$ cat config.mk
export PLATFORM = sky130hd
export DESIGN_NAME = encoder4_2_seq
export DESIGN_NICKNAME = d
export VERILOG_FILES = /design/src/rtl/encoder4_2_seq.sv
export SDC_FILE = /design/constraint.sdc
export NUM_CORES = 1
export LEC_CHECK = 0
export CAP_MARGIN = 15
export CORE_AREA = 4 4 41 43
export DETAILED_ROUTE_END_ITERATION = 16
export DIE_AREA = 0 0 45 47
export PLACE_DENSITY_LB_ADDON = 0.2
export SYNTH_ARGS = -nofsm -noshare
export SYNTH_HDL_FRONTEND = slang
export SYNTH_SLANG_ARGS = --single-unit
$ cat constraint.sdc
create_clock -name clk -period 3 [get_ports clk]
set_input_delay 0.3 -clock clk [delete_from_list [all_inputs] [get_ports clk]]
set_output_delay 0.3 -clock clk [all_outputs]
set_load 0.02 [all_outputs]
$ cat src/rtl/encoder4_2_seq.sv
// Sequential 4-to-2 priority encoder: accumulates multi-hot requests and emits
// one encoded index per valid/ready transfer, highest bit first.
module encoder4_2_seq (
  input  logic       clk,
  input  logic       rst_n,
  input  logic       en,
  input  logic [3:0] in,
  output logic [1:0] out,
  output logic       valid,
  input  logic       ready,
  output logic [3:0] pend,
  output logic       idle
);

  localparam int unsigned N     = 4;
  localparam int unsigned OUT_W = 2;

  logic [N-1:0]     cand;
  logic             load;
  logic [OUT_W-1:0] sel;
  logic [N-1:0]     sel_mask;

  // Candidate set, output-stage free flag and highest-priority pick
  always_comb begin
    cand     = pend | (en ? in : N'(0));
    load     = !valid || ready;
    sel      = OUT_W'(0);
    sel_mask = N'(0);
    casez (cand)
      4'b1???: sel = OUT_W'(3);
      4'b01??: sel = OUT_W'(2);
      4'b001?: sel = OUT_W'(1);
      default: sel = OUT_W'(0);
    endcase
    sel_mask = N'(1) << sel;
  end

  // Output stage and pending register; reset discards everything in flight
  always_ff @(posedge clk) begin
    if (!rst_n) begin
      out   <= OUT_W'(0);
      valid <= 1'b0;
      pend  <= N'(0);
    end else if (load) begin
      if (cand != N'(0)) begin
        out   <= sel;
        valid <= 1'b1;
        pend  <= cand & ~sel_mask;
      end else begin
        valid <= 1'b0;
        pend  <= N'(0);
      end
    end else begin
      pend <= cand;
    end
  end

  assign idle = !valid && (pend == N'(0));

endmodule

# After elaboration in Yosys (flattened, before gate mapping)
# Index checks and enable logic that the tools add are counted.
# W data, S select, Z words.
# totals
ff_bits	7
output_inout_bits	8
input_bits	8
# classes
shift	1
bitwise	3
n_eq_ne	2
mux	5
n_reduce_logical	6
# op_table
operator	count
$mux W4	3
$pmux W2 S3	1
$and A4 B4 Y4	1
$logic_not A4 Y1	1
$not A4 Y4	1
$or A4 B4 Y4	1
$reduce_bool A4 Y1	1
$shl A1 B2 Y4 const A	1
$eq A3 B1 Y1 const B	1
$eq A2 B1 Y1 const B	1
$reduce_and A2 Y1	1
$logic_and A1 B1 Y1	1
$logic_not A1 Y1	1
$logic_or A1 B1 Y1	1
$mux W1	1

# Longest topological paths before layout
# depth
depth_word	9
mapped_depth	4
mapped_depth_nobuf	4

# Worst setup path after synthesis
# Ideal clock, no wire load.
# synth_timing
kind	register to output
start	register pend[2]
end	output port idle
path_buffers	0
path_stages_with_launch	3
setup_slack_ns	1.360
t_arrival_ns	1.340
cell_sequence	dfxtp_1 -> nor2_1 -> nor4b_1
# synth_between
elab_chain_len	2
# synth_lines
item	line_no	text
start: declaration	11	output logic [3:0] pend,
start signal: assignment	48	pend <= cand & ~sel_mask;
start signal: assignment	54	pend <= cand;
$logic_not A4 Y1	58	assign idle = !valid && (pend == N'(0));
$logic_and A1 B1 Y1	58	
end: declaration	12	output logic idle
# Every way passes these cells.

# Worst setup path in the final report
# Same ends and word-level chain as after synthesis.

==> impl.org <==
** Status
- Run status :: complete, no violations

** Worst setup path
- Type of the worst setup path :: flip-flop to output port
- Worst-case register-to-register setup slack :: approximately 1.9 ns
- The worst setup path is launched from a flip-flop.
- STA classifies the critical path endpoint as an output port.
- Highest net fanout along the worst path :: 4
- For the worst flop-to-flop path, the logic depth is 4.
- For the worst setup path, the data arrival time is between 1.5 and 2 ns.
- In this run the critical register-to-register path is captured at valid$_SDFFE_PN0N_.
- Worst r2r src :: pend[2]$_SDFF_PN0_
- Data on the critical path is required at its endpoint by between 2 and 3 ns.

** Power
- Peak supply drop :: 206 uV
- In this run the power density over the cells is 511 nW/um2.
- LEAKAGE :: between 0.2 and 0.25 nW

** Clock network
- Sink Count :: 7
- At the later pin of the worst-skew pair, clock insertion delay measures 0.24 ns.
- No sink is reached through more buffers than the 2 on the longest clock path.
- The number of clock buffers added by TritonCTS is 3.
- TritonCTS built the clock tree.
- In this run the post-CTS setup repair buffer count came out at 0.
- The tree is rooted in a sky130_fd_sc_hd__clkbuf_4.
- # resized after CTS :: 0
- Clock transition at the registers of the reported paths :: ~0.050 ns
- After clock tree synthesis, the flow added hold-fix buffers numbering 0.
- In this run the number of H-tree levels came out at 1.

** STA
- Slew margin rel. :: about 83%
- Based on the critical path, the design can be clocked at up to just under 0.5 GHz.
- For the pin with the worst max-slew slack, the measured transition is ~0.26 ns.
- Sum Neg Setup Slack :: 0 ns
- Hold Violations, Final :: 0
- The clock period could shrink to around 2.0 ns.
- Setup repair after global routing left no endpoint under its margin.
- Slew Viols, Final :: 0
- Layout Skew :: between 0.002 and 0.003 ns
- Post-route clock period utilization :: between 60% and 70%
- Setup violations remaining at the end of the flow were counted as 0.

** Die
- The total area inside the core boundary comes to between 1000 and 1500 um2.
- Area enclosed by the die boundary :: approximately 2100 um2
- Chip width :: approximately 45 um
- Pin placement for this block handled 16 I/O pins.
- Die Y :: about 47 um
- Cell row count :: 13
- Once the floorplan was initialized, standard cells occupied a little under a quarter of the core.

** Placement
- Total placed instance area :: between 400 and 500 um2
- The congestion estimate from routability-driven global placement came to between 0.6 and 0.7.
- Port bufs :: 15
- The wire-length estimate of the detail-placed layout is 617 um.

** Logic synthesis
- In this run the cell area of the synthesized design comes to about 310 um2.
- The number of nets in the synthesized netlist is 43.
- After synthesis, the mean cell area works out to a little under 9 um2.
- For this run, asynchronously set or reset flops after synthesis account for 0%.
- EDFF count, synth :: 0
- Among all flip-flop cells after synthesis, the most frequent one is sky130_fd_sc_hd__dfxtp_1.
- Summed over its instances, the top area cell type makes up a little under half of the synthesized netlist area.
- Leading cell types by total area after synthesis :: sky130_fd_sc_hd__dfxtp_1 45%, sky130_fd_sc_hd__a21oi_1 9.7%, sky130_fd_sc_hd__a21o_2 5.7%, sky130_fd_sc_hd__a41oi_2 5.3%, sky130_fd_sc_hd__nor3_1 4.9%
- Share of the yosys chip area belonging to registers :: 45.3%
- Counting flops and latches in the post-synthesis netlist gives 7.
- By count the netlist is led by 7 x sky130_fd_sc_hd__dfxtp_1, 6 x sky130_fd_sc_hd__a21oi_1, 4 x sky130_fd_sc_hd__nor2_1, 3 x sky130_fd_sc_hd__nor3_1.
- Number of warnings printed during yosys synthesis :: 0
- Post-synthesis cell type count :: 17
- Library cell with the highest instance count after synthesis :: sky130_fd_sc_hd__dfxtp_1
- Gate count after technology mapping :: 35
- Cell taking the most area after synthesis :: sky130_fd_sc_hd__dfxtp_1

** Cells and area
- Post-layout instance area :: slightly above 500 um2
- Post-Route Utilization :: about two fifths
- Ratio of cells with drive above 1 in the final layout :: 11.1%
- Diode insertion count for antenna repair :: 0
- Relative to the synthesized area, the layout overhead comes to 63.2%.
- In the final design database the tool counted 63 nets.

** Min path
- The startpoint identified for the worst hold timing path is out[0]$_SDFFE_PN0P_.
- Hold Path End :: out[0]$_SDFFE_PN0P_
- The worst hold path belongs to the class flip-flop to flip-flop.
- Worst hold path stage count :: 1

** GRT
- Global routing finished with a remaining overflow of 0.
- Maximum number of pins on one net before global-route repair :: 8
- The number of antenna violations at the first check in global routing came to 0.
- First-pass GRT wire length :: approximately 1400 um
- Global router's overall resource usage :: 9.18%
- The via count of the first global-routing pass was 356.

** Drt
- After detailed routing, the number of remaining DRC violations is 0.
- Using the TritonRoute via totals, the vias-per-cell ratio works out to 4.84.
- Post-DR wirelength/cell :: between 10 and 15 um
- Residual antenna-violating net count after detailed routing :: 0
- Via total after detailed routing :: about 330
- DRT Pass-1 Iters :: 2
- Wires add up to 835 um.
- Violation count after the first detailed-route iteration :: 5

** Flow run
- The tool flagged a number of max-cap violations equal to 0.
[registers in the layout (all words and copies together) (netlist names)]
signal  cells
out         2
pend        4
valid       1
[cell families (layout without fill, tap and decap cells)]
logic type	count (synthesis)	count (layout)	share of synthesized area, %
flip-flops	7	7	45.3
AND/OR/NAND/NOR	13	13	21.5
AO/OA/AOI/OAI	14	14	32.0
buffers and inverters	1	20	1.21
[worst max-delay path by stage]
stage                             startpoint   end  cells after the start
after detailed placement  pend[2]$_SDFF_PN0_  idle                      3
after floorplan           pend[2]$_SDFF_PN0_  idle                      2
final                     pend[2]$_SDFF_PN0_  idle                      3
after global placement    pend[2]$_SDFF_PN0_  idle                      3
after global routing      pend[2]$_SDFF_PN0_  idle                      3
after CTS                 pend[2]$_SDFF_PN0_  idle                      3
[placed cells by master, fill, tap and decap left out, types with 2 or more instances in the layout]
cell	count
sky130_fd_sc_hd__a21o_2	2
sky130_fd_sc_hd__a21oi_1	6
sky130_fd_sc_hd__clkbuf_4	3
sky130_fd_sc_hd__clkdlybuf4s50_1	15
sky130_fd_sc_hd__dfxtp_1	7
sky130_fd_sc_hd__nor2_1	4
sky130_fd_sc_hd__nor3_1	3
sky130_fd_sc_hd__o21ai_1	2
[final cells by class]
class | count | area (um2)
sequential | 7 | 140
tap | 15 | 18.8
multi-input combinational | 27 | 165
timing repair buffer | 15 | 150
fill | 148 | 797
inverter | 1 | 3.75
clock buffer | 4 | 26.3
[metrics by stage]
stage	setup slack, ns	hold slack [ns]	instances	power [W]
detailed placement	1.23	0.480	65	0.000174
floorplan	1.36	0.416	35	0.000142
global route	0.844	0.551	69	0.000272
CTS	0.957	0.521	69	0.000260
finish	0.962	0.520	69	0.000258
global placement	1.24	0.487	65	0.000176
[worst max-delay path, cell delays in order, from the launching register on]
cell                              delay, ns
sky130_fd_sc_hd__dfxtp_1               0.32
sky130_fd_sc_hd__nor2_1                0.24
sky130_fd_sc_hd__nor4b_1               0.28
sky130_fd_sc_hd__clkdlybuf4s50_1       0.66
[power by group]
part           switching, W  internal, W  total (W)  leakage, nW
clock             0.0000333    0.0000507  0.0000840       0.0150
combinational     0.0000333    0.0000354  0.0000687        0.133
sequential       0.00000505    0.0000998   0.000105       0.0576
[per-layer routing]
metal	global-route usage [%]	part of all wire [%]	vias up
li1	-	-	168
met1	10.5	46	148
met2	14.7	42	14
met3	2.30	9.1	4
met4	7.02	2.5	0
met5	0	0	-
(Power assumes the default switching activity.)
